File: config.mk
export PLATFORM = sky130hd
export DESIGN_NAME = obj_scan_queue
export DESIGN_NICKNAME = d
export VERILOG_FILES = /design/src/rtl/obj_scan_queue_pkg.sv /design/src/rtl/obj_scan_queue_slot.sv /design/src/rtl/obj_scan_queue.sv
export SDC_FILE = /design/constraint.sdc
export NUM_CORES = 1
export LEC_CHECK = 0
export CAP_MARGIN = 20
export CORE_MARGIN = 2
export CORE_UTILIZATION = 49
export CTS_CLUSTER_SIZE = 40
export DETAILED_ROUTE_END_ITERATION = 8
export HOLD_SLACK_MARGIN = 0.06
export PLACE_DENSITY = 0.72
export SETUP_SLACK_MARGIN = 0.4
export SYNTH_ARGS = -nofsm -noshare
export SYNTH_HDL_FRONTEND = slang
export SYNTH_SLANG_ARGS = --single-unit
export TNS_END_PERCENT = 10
File: constraint.sdc
create_clock -name clk -period 8.7 [get_ports clk]
set_input_delay 0.87 -clock clk [delete_from_list [all_inputs] [get_ports clk]]
set_output_delay 0.87 -clock clk [all_outputs]
set_load 0.02 [all_outputs]
File: src/rtl/obj_scan_queue_pkg.sv
// Shared PPU types for the per-scanline sprite scan/queue.
//   scan_state_t : scanner FSM states
//   oam_entry_t  : one OAM entry as the scanner evaluates it
//   obj_hit_t    : per-sprite payload returned on a query hit
package obj_scan_queue_pkg;

    // Fixed payload index width; supports up to 64 OAM entries.
    localparam int unsigned OAM_IDX_W = 6;

    typedef enum logic [1:0] {
        ST_IDLE  = 2'd0,
        ST_SCAN  = 2'd1,
        ST_READY = 2'd2
    } scan_state_t;

    // attrs[3:0] (palette/bank bits) play no part in line selection and are not carried.
    typedef struct packed {
        logic [7:0] y;
        logic [7:0] x;
        logic [7:0] tile;
        logic [3:0] attrs_hi;
    } oam_entry_t;

    typedef struct packed {
        logic [2:0]           dy;
        logic [7:0]           tile;
        logic [3:0]           attrs;
        logic [OAM_IDX_W-1:0] oam_idx;
    } obj_hit_t;

    // Row of the sprite that lands on scanline ly, modulo 256.
    function automatic logic [7:0] obj_line_dy(input logic [7:0] ly,
                                               input logic [7:0] y_off,
                                               input logic [7:0] y);
        return ly + y_off - y;
    endfunction

endpackage

File: src/rtl/obj_scan_queue_slot.sv
// One sprite slot: holds valid, x and the hit payload, and flags a query match.
//   clk, rst     : clock, synchronous active-low reset
//   clr          : invalidate (new scan)
//   wr_en        : capture wr_x / wr_data and become valid
//   inv          : invalidate after being returned by a query
//   q_x          : query X
//   valid, match : slot occupied / occupied and x == q_x
//   data         : stored payload
module obj_slot
    import obj_scan_queue_pkg::*;
(
    input  logic       clk,
    input  logic       rst,
    input  logic       clr,
    input  logic       wr_en,
    input  logic [7:0] wr_x,
    input  obj_hit_t   wr_data,
    input  logic       inv,
    input  logic [7:0] q_x,
    output logic       valid,
    output logic       match,
    output obj_hit_t   data
);

    logic [7:0] x_q;

    // Slot storage; clear has priority over a write.
    always_ff @(posedge clk) begin
        if (!rst) begin
            valid <= 1'b0;
            x_q   <= '0;
            data  <= '0;
        end else if (clr) begin
            valid <= 1'b0;
        end else if (wr_en) begin
            valid <= 1'b1;
            x_q   <= wr_x;
            data  <= wr_data;
        end else if (inv) begin
            valid <= 1'b0;
        end
    end

    assign match = valid && (x_q == q_x);

endmodule

File: src/rtl/obj_scan_queue.sv
// Scanline sprite selector: scans OAM for sprites on line ly, keeps up to
// NUM_SLOTS of them, then answers per-pixel X queries in OAM order.
//   clk, rst       : clock, synchronous active-low reset
//   start          : begin (or restart) a scan for ly / tall
//   ly, tall       : current line, 8x16 mode
//   oam_addr       : OAM word address; oam_d_in returns that word a cycle later
//   scan_done      : scan finished, queries accepted
//   count/overflow : sprites captured / visible sprite dropped for lack of slots
//   q_req, q_x     : query strobe and pixel X
//   q_hit, q_data  : registered query result
module obj_scan_queue
    import obj_scan_queue_pkg::*;
#(
    parameter int unsigned NUM_SLOTS   = 10,
    parameter int unsigned OAM_ENTRIES = 40,
    parameter int unsigned Y_OFFSET    = 16
) (
    input  logic                             clk,
    input  logic                             rst,
    input  logic                             start,
    input  logic [7:0]                       ly,
    input  logic                             tall,
    output logic [$clog2(2*OAM_ENTRIES)-1:0] oam_addr,
    input  logic [15:0]                      oam_d_in,
    output logic                             scan_done,
    output logic [$clog2(NUM_SLOTS+1)-1:0]   count,
    output logic                             overflow,
    input  logic                             q_req,
    input  logic [7:0]                       q_x,
    output logic                             q_hit,
    output obj_hit_t                         q_data
);

    localparam int unsigned ADDR_W  = $clog2(2*OAM_ENTRIES);
    localparam int unsigned COUNT_W = $clog2(NUM_SLOTS+1);
    localparam logic [ADDR_W-1:0] LAST_ADDR = ADDR_W'(2*OAM_ENTRIES-1);

    scan_state_t state, state_nxt;
    logic        scanning, query_en;

    logic              last_issued;
    logic              rd_pend;
    logic [ADDR_W-1:0] rd_addr_q;
    logic [7:0]        ebuf_x, ebuf_y;
    logic              tall_q;
    logic              last_consume;

    oam_entry_t entry;
    logic [7:0] dy;
    logic [3:0] dy_c;
    logic       visible;
    logic       odd_visible;
    logic       full;
    logic       do_write;
    obj_hit_t   wr_data;

    logic [NUM_SLOTS-1:0] slot_valid, slot_match;
    logic [NUM_SLOTS-1:0] wr_oh, hit_oh;
    obj_hit_t             slot_data [NUM_SLOTS];
    logic                 free_found, hit_found;
    obj_hit_t             hit_data;
    logic                 do_query;

    // FSM state register.
    always_ff @(posedge clk) begin
        if (!rst) begin
            state <= ST_IDLE;
        end else begin
            state <= state_nxt;
        end
    end

    assign last_consume = rd_pend && (rd_addr_q == LAST_ADDR);

    // FSM next state; start always (re)enters SCAN.
    always_comb begin
        state_nxt = state;
        case (state)
            ST_IDLE:  if (start) state_nxt = ST_SCAN;
            ST_SCAN:  begin
                if (start)             state_nxt = ST_SCAN;
                else if (last_consume) state_nxt = ST_READY;
            end
            ST_READY: if (start) state_nxt = ST_SCAN;
            default:  state_nxt = ST_IDLE;
        endcase
    end

    // FSM output decode.
    always_comb begin
        scanning  = 1'b0;
        query_en  = 1'b0;
        scan_done = 1'b0;
        case (state)
            ST_SCAN:  scanning = 1'b1;
            ST_READY: begin
                query_en  = 1'b1;
                scan_done = 1'b1;
            end
            default: ;
        endcase
    end

    // Odd-word evaluation: even half comes from the buffer, odd half is on oam_d_in now.
    always_comb begin
        entry.y        = ebuf_y;
        entry.x        = ebuf_x;
        entry.tile     = oam_d_in[7:0];
        entry.attrs_hi = oam_d_in[15:12];
    end

    assign dy      = obj_line_dy(ly, 8'(Y_OFFSET), entry.y);
    assign visible = tall_q ? (dy < 8'd16) : (dy < 8'd8);
    // attrs[6] is y-flip.
    assign dy_c    = entry.attrs_hi[2] ? ~dy[3:0] : dy[3:0];

    always_comb begin
        wr_data.dy      = dy_c[2:0];
        wr_data.tile    = tall_q ? {entry.tile[7:1], dy_c[3]} : entry.tile;
        wr_data.attrs   = entry.attrs_hi;
        wr_data.oam_idx = OAM_IDX_W'(rd_addr_q >> 1);
    end

    assign odd_visible = scanning && rd_pend && rd_addr_q[0] && visible;
    assign full        = (count == COUNT_W'(NUM_SLOTS));
    assign do_write    = odd_visible && !full && !start;

    // Lowest free slot.
    always_comb begin
        free_found = 1'b0;
        wr_oh      = '0;
        for (int i = 0; i < NUM_SLOTS; i++) begin
            if (!slot_valid[i] && !free_found) begin
                free_found = 1'b1;
                wr_oh[i]   = 1'b1;
            end
        end
    end

    // Lowest matching slot; slots fill in OAM order, so this is the lowest oam_idx.
    always_comb begin
        hit_found = 1'b0;
        hit_oh    = '0;
        hit_data  = '0;
        for (int i = 0; i < NUM_SLOTS; i++) begin
            if (slot_match[i] && !hit_found) begin
                hit_found = 1'b1;
                hit_oh[i] = 1'b1;
                hit_data  = slot_data[i];
            end
        end
    end

    assign do_query = query_en && q_req && !start && hit_found;

    for (genvar g = 0; g < NUM_SLOTS; g++) begin : g_slot
        obj_slot u_slot (
            .clk     (clk),
            .rst     (rst),
            .clr     (start),
            .wr_en   (do_write & wr_oh[g]),
            .wr_x    (entry.x),
            .wr_data (wr_data),
            .inv     (do_query & hit_oh[g]),
            .q_x     (q_x),
            .valid   (slot_valid[g]),
            .match   (slot_match[g]),
            .data    (slot_data[g])
        );
    end

    // Scan address generation, one-cycle read pipeline and capture bookkeeping.
    always_ff @(posedge clk) begin
        if (!rst) begin
            oam_addr    <= '0;
            last_issued <= 1'b0;
            rd_pend     <= 1'b0;
            rd_addr_q   <= '0;
            ebuf_x      <= '0;
            ebuf_y      <= '0;
            tall_q      <= 1'b0;
            count       <= '0;
            overflow    <= 1'b0;
        end else if (start) begin
            oam_addr    <= '0;
            last_issued <= 1'b0;
            rd_pend     <= 1'b0;
            count       <= '0;
            overflow    <= 1'b0;
            tall_q      <= tall;
        end else if (scanning) begin
            rd_pend   <= !last_issued;
            rd_addr_q <= oam_addr;
            if (!last_issued) begin
                if (oam_addr == LAST_ADDR) begin
                    last_issued <= 1'b1;
                end else begin
                    oam_addr <= oam_addr + ADDR_W'(1);
                end
            end
            if (rd_pend && !rd_addr_q[0]) begin
                ebuf_x <= oam_d_in[15:8];
                ebuf_y <= oam_d_in[7:0];
            end
            if (odd_visible) begin
                if (full) begin
                    overflow <= 1'b1;
                end else begin
                    count <= count + COUNT_W'(1);
                end
            end
        end else begin
            rd_pend <= 1'b0;
        end
    end

    // Registered query result.
    always_ff @(posedge clk) begin
        if (!rst) begin
            q_hit  <= 1'b0;
            q_data <= '0;
        end else begin
            q_hit  <= do_query;
            q_data <= hit_data;
        end
    end

endmodule
==> qor.csv <==
stage;metric;value;unit
floorplanning;initial_core_util;49.62;%
logic_synthesis;ys.flop_type;dfxtp_1;
floorplanning;core;31470;um^2
logic_synthesis;postSynthAreaPerCell;7.762;um^2
global_route;antenna_found_initial;0;
logic_synthesis;synth-simple-area-share;22.23;%
worst_hold_path;holdCritStartpoint;g_slot[8].u_slot.data[1]$_SDFFE_PN0P_;
worst_hold_path;hold_path_depth;2;
logic_synthesis;synthAdderAreaFrac;1.410;%
global_route;grt_usage;29.14;%
clock_tree;clock_tree.root_cell;clkbuf_16;
clock_tree;cts_setup_buffers;0;
route;drc;0;
worst_setup_path;worstSetupStartpointType;input port;
logic_synthesis;synth_seq_cells;362;
status;outcome;complete, no violations;
sta;finalMaxSlewViolations;0;
finish;layout.nets;2045;
floorplanning;rows;65;
finish;regArea;7247;um^2
logic_synthesis;synth_compound_area_share;17.79;%
finish;multiInputGateArea;7721;um^2
sta;setup-violations-final;0;
sta;layout_min_cycle_time;4.752;ns
clock_tree;numCtsBuffers;39;
route;wl_per_cell;20.44;um
finish;final_common_cell;nand2_1;
pwr;peakVddDrop;0.1726;mV
worst_hold_path;min_to;g_slot[8].u_slot.data[1]$_SDFFE_PN0P_;
global_route;top_usage_layer;met2;
floorplanning;fp.dieH;182.5;um
worst_setup_path;crit_arrival;5.20;ns
sta;relSlewSlack;18.16;%
sta;setup_tns;0;ns
logic_synthesis;synth_xor_area_share;5.416;%
route;totalWireLength;49420;um
route;postRouteAntennaNets;0;
floorplanning;dieArea;33320;um^2
finish;final_cell_mix;nand2_1 (626), dfxtp_1 (362), a21oi_1 (337), nor2_1 (73), xnor2_1 (72);
clock_tree;clkTransAtPathRegs;0.06;ns
worst_setup_path;worst-setup-path-type;in2reg;
finish;fillers;2816;
logic_synthesis;yosysSeqAreaShare;46.40;%
worst_setup_path;worst_r2r_path_depth;15;
logic_synthesis;syn_area;15620;um^2
worst_setup_path;required;9.15;ns
clock_tree;cts_tree;yes;
finish;diodes;0;
logic_synthesis;yosysWarnings;0;
global_route;met1_usage;38.58;%
worst_hold_path;hold_class;reg2reg;
finish;area_growth;14.13;%
global_route;grtUsageMet3;5.109;%
clock_tree;cts.repair.resized;0;
pwr;cellLeakagePower;5.945;nW
floorplanning;die_x;182.5;um
global_route;grt_pass1_vias;13379;
global_route;grt_overflow;0;
floorplanning;num_io_pins;72;
logic_synthesis;async_reset_ff_share;0;%
sta;max_clock_freq;210.5;MHz
worst_setup_path;r2r_setup_slack;4.34;ns
clock_tree;cts_hold_buf;0;
route;via_count;14356;
sta;finClkSkew;0.01800;ns
clock_tree;htree_levels;2;
route;drt_iter0_drc;1740;
sta;finalCritPeriodShare;54.62;%
clock_tree;cts.sinks;362;
global_route;grt_use_met2;47.60;%
logic_synthesis;syn_inst;2012;
clock_tree;clk_path_buf_depth;3;
sta;tightest_slew;1.218;ns
route;dr.pass1.iters;5;
sta;rsz0062_at_grt;no;
global_route;grt_pass1_wl;76220;um
worst_setup_path;worstReg2RegEnd;g_slot[6].u_slot.x_q[3]$_SDFFE_PN0P_;
route;via_per_inst;5.937;
finish;drive_gt1_share;6.101;%
placement;portBuffers;71;
worst_setup_path;worst-path-max-fanout;18;
worst_setup_path;end_kind;flop;
logic_synthesis;synth-edff-count;0;
flow_run;cap_violations;0;
pwr;p_per_area;195.3;nW/um^2
global_route;grt_max_degree;194;
placement;hpwl;29840;um
finish;post-route-util;56.63;%
clock_tree;worstSkewPairLatency;0.54;ns
logic_synthesis;ys_types;64;
logic_synthesis;syn-num-nets;2066;
logic_synthesis;synth_top_family_by_area;simple AND/OR/NAND/NOR gates;
placement;gp_congestion;0.8676;
sta;hold_violations;0;
worst_setup_path;r2r_start;ebuf_y[1]$_SDFFE_PN0P_;
logic_synthesis;synth.area.mux_share;1.923;%
-- power breakdown --
part           leakage, nW  internal [mW]  total, mW  switching (mW)
combinational         2.39         0.0474      0.141          0.0931
sequential            2.91           1.66       1.66         0.00300
clock                0.636           1.00       1.68           0.675
total                 5.94           2.71       3.48           0.771
-- metrics by stage --
stage | hold slack, ns | setup WS, ns | power (mW) | instance area (um^2) | std cells
finish | 0.4494 | 3.948 | 3.481 | 17820 | 2418
global route | 0.4600 | 3.705 | 3.573 | 17820 | 2418
CTS | 0.4492 | 4.025 | 3.494 | 17770 | 2415
detailed placement | 0.4408 | 3.479 | 1.836 | 16480 | 2349
global placement | 0.4339 | 3.575 | 1.834 | 16480 | 2349
floorplan | 0.4259 | 4.728 | 1.785 | 15620 | 2012
-- synthesized netlist by cell type, drive strengths merged (4+ instances only) --
master | count | share of area [%]
mux2i | 30 | 1.9
nor3b | 5 | 0.27
xnor2 | 72 | 4.0
a22oi | 4 | 0.19
ha | 16 | 1.3
nand2 | 626 | 15
a221oi | 8 | 0.45
o221ai | 8 | 0.45
or3 | 11 | 0.47
nor2b | 8 | 0.32
nor2 | 77 | 1.9
buf | 30 | 1.1
nand4b | 4 | 0.22
o211ai | 19 | 0.91
a211oi | 11 | 0.61
a222oi | 9 | 0.58
a22o | 4 | 0.22
o21ai | 50 | 1.6
nor3 | 27 | 0.93
and2 | 4 | 0.16
inv | 19 | 0.46
a31oi | 5 | 0.20
nand3b | 4 | 0.19
xor2 | 22 | 1.2
clkbuf | 135 | 3.2
or2 | 4 | 0.16
nand3 | 27 | 0.87
a21oi | 337 | 11
nand4 | 18 | 0.72
nor4 | 6 | 0.24
dfxtp | 362 | 46
o21a | 12 | 0.58
-- flip-flops by register name, summed over array words and instances, names as in the netlist --
name                 count
g_slot.u_slot.data     210
g_slot.u_slot.x_q       80
q_data                  21
g_slot.u_slot.valid     10
ebuf_x                   8
ebuf_y                   8
oam_addr                 7
rd_addr_q                7
count                    4
state                    2
last_issued              1
overflow                 1
q_hit                    1
rd_pend                  1
tall_q                   1
-- cells by family (layout without fill, tap and decap cells) --
kind of cell	Yosys count	in the layout
fa+ha+maj	17	17
buf+inv	185	189
mux	30	30
flops	362	362
simple gates	836	836
xor+xnor	95	95
compound gates	487	487
-- cell type report --
| class | instances | share of cell area (%) |
|---|---|---|
| clock buffer | 58 | 6.676 |
| clock inverter | 8 | 0.5756 |
| inverter | 20 | 0.4633 |
| multi-input combinational | 1465 | 43.32 |
| sequential | 362 | 40.66 |
| tap | 402 | 2.822 |
| timing repair buffer | 103 | 5.489 |
-- worst max-delay path by stage --
stage	from	endpoint	slack (ns)	cells after the start
finish	ly[1]	g_slot[6].u_slot.x_q[3]$_SDFFE_PN0P_	3.95	15
global route	ly[1]	g_slot[6].u_slot.x_q[1]$_SDFFE_PN0P_	3.70	15
CTS	ly[1]	g_slot[6].u_slot.x_q[3]$_SDFFE_PN0P_	4.02	15
detailed placement	ly[1]	g_slot[6].u_slot.data[20]$_SDFFE_PN0P_	3.48	15
global placement	ly[1]	g_slot[6].u_slot.data[8]$_SDFFE_PN0P_	3.58	15
floorplan	ly[1]	g_slot[5].u_slot.data[17]$_SDFFE_PN0P_	4.73	15
-- layer usage --
metal	wire length, um	share of wire [%]
met5	0	0
met4	1750	3.5
met3	4797	9.7
met2	22540	46
met1	20330	41
-- critical path: stages --
cell and delay, ns:
clkdlybuf4s50_1 0.41, ha_1 0.30, ha_1 0.21, inv_1 0.07, fa_1 0.19, nor2b_1 0.06, o21a_1 0.18, or4_4 0.49
a211oi_4 0.51, o21ai_2 0.22, or3_4 0.45, nor3b_4 0.59, buf_4 0.37, nand2_1 0.08, a21oi_1 0.18
No activity file was read; power rests on OpenSTA's default activity.
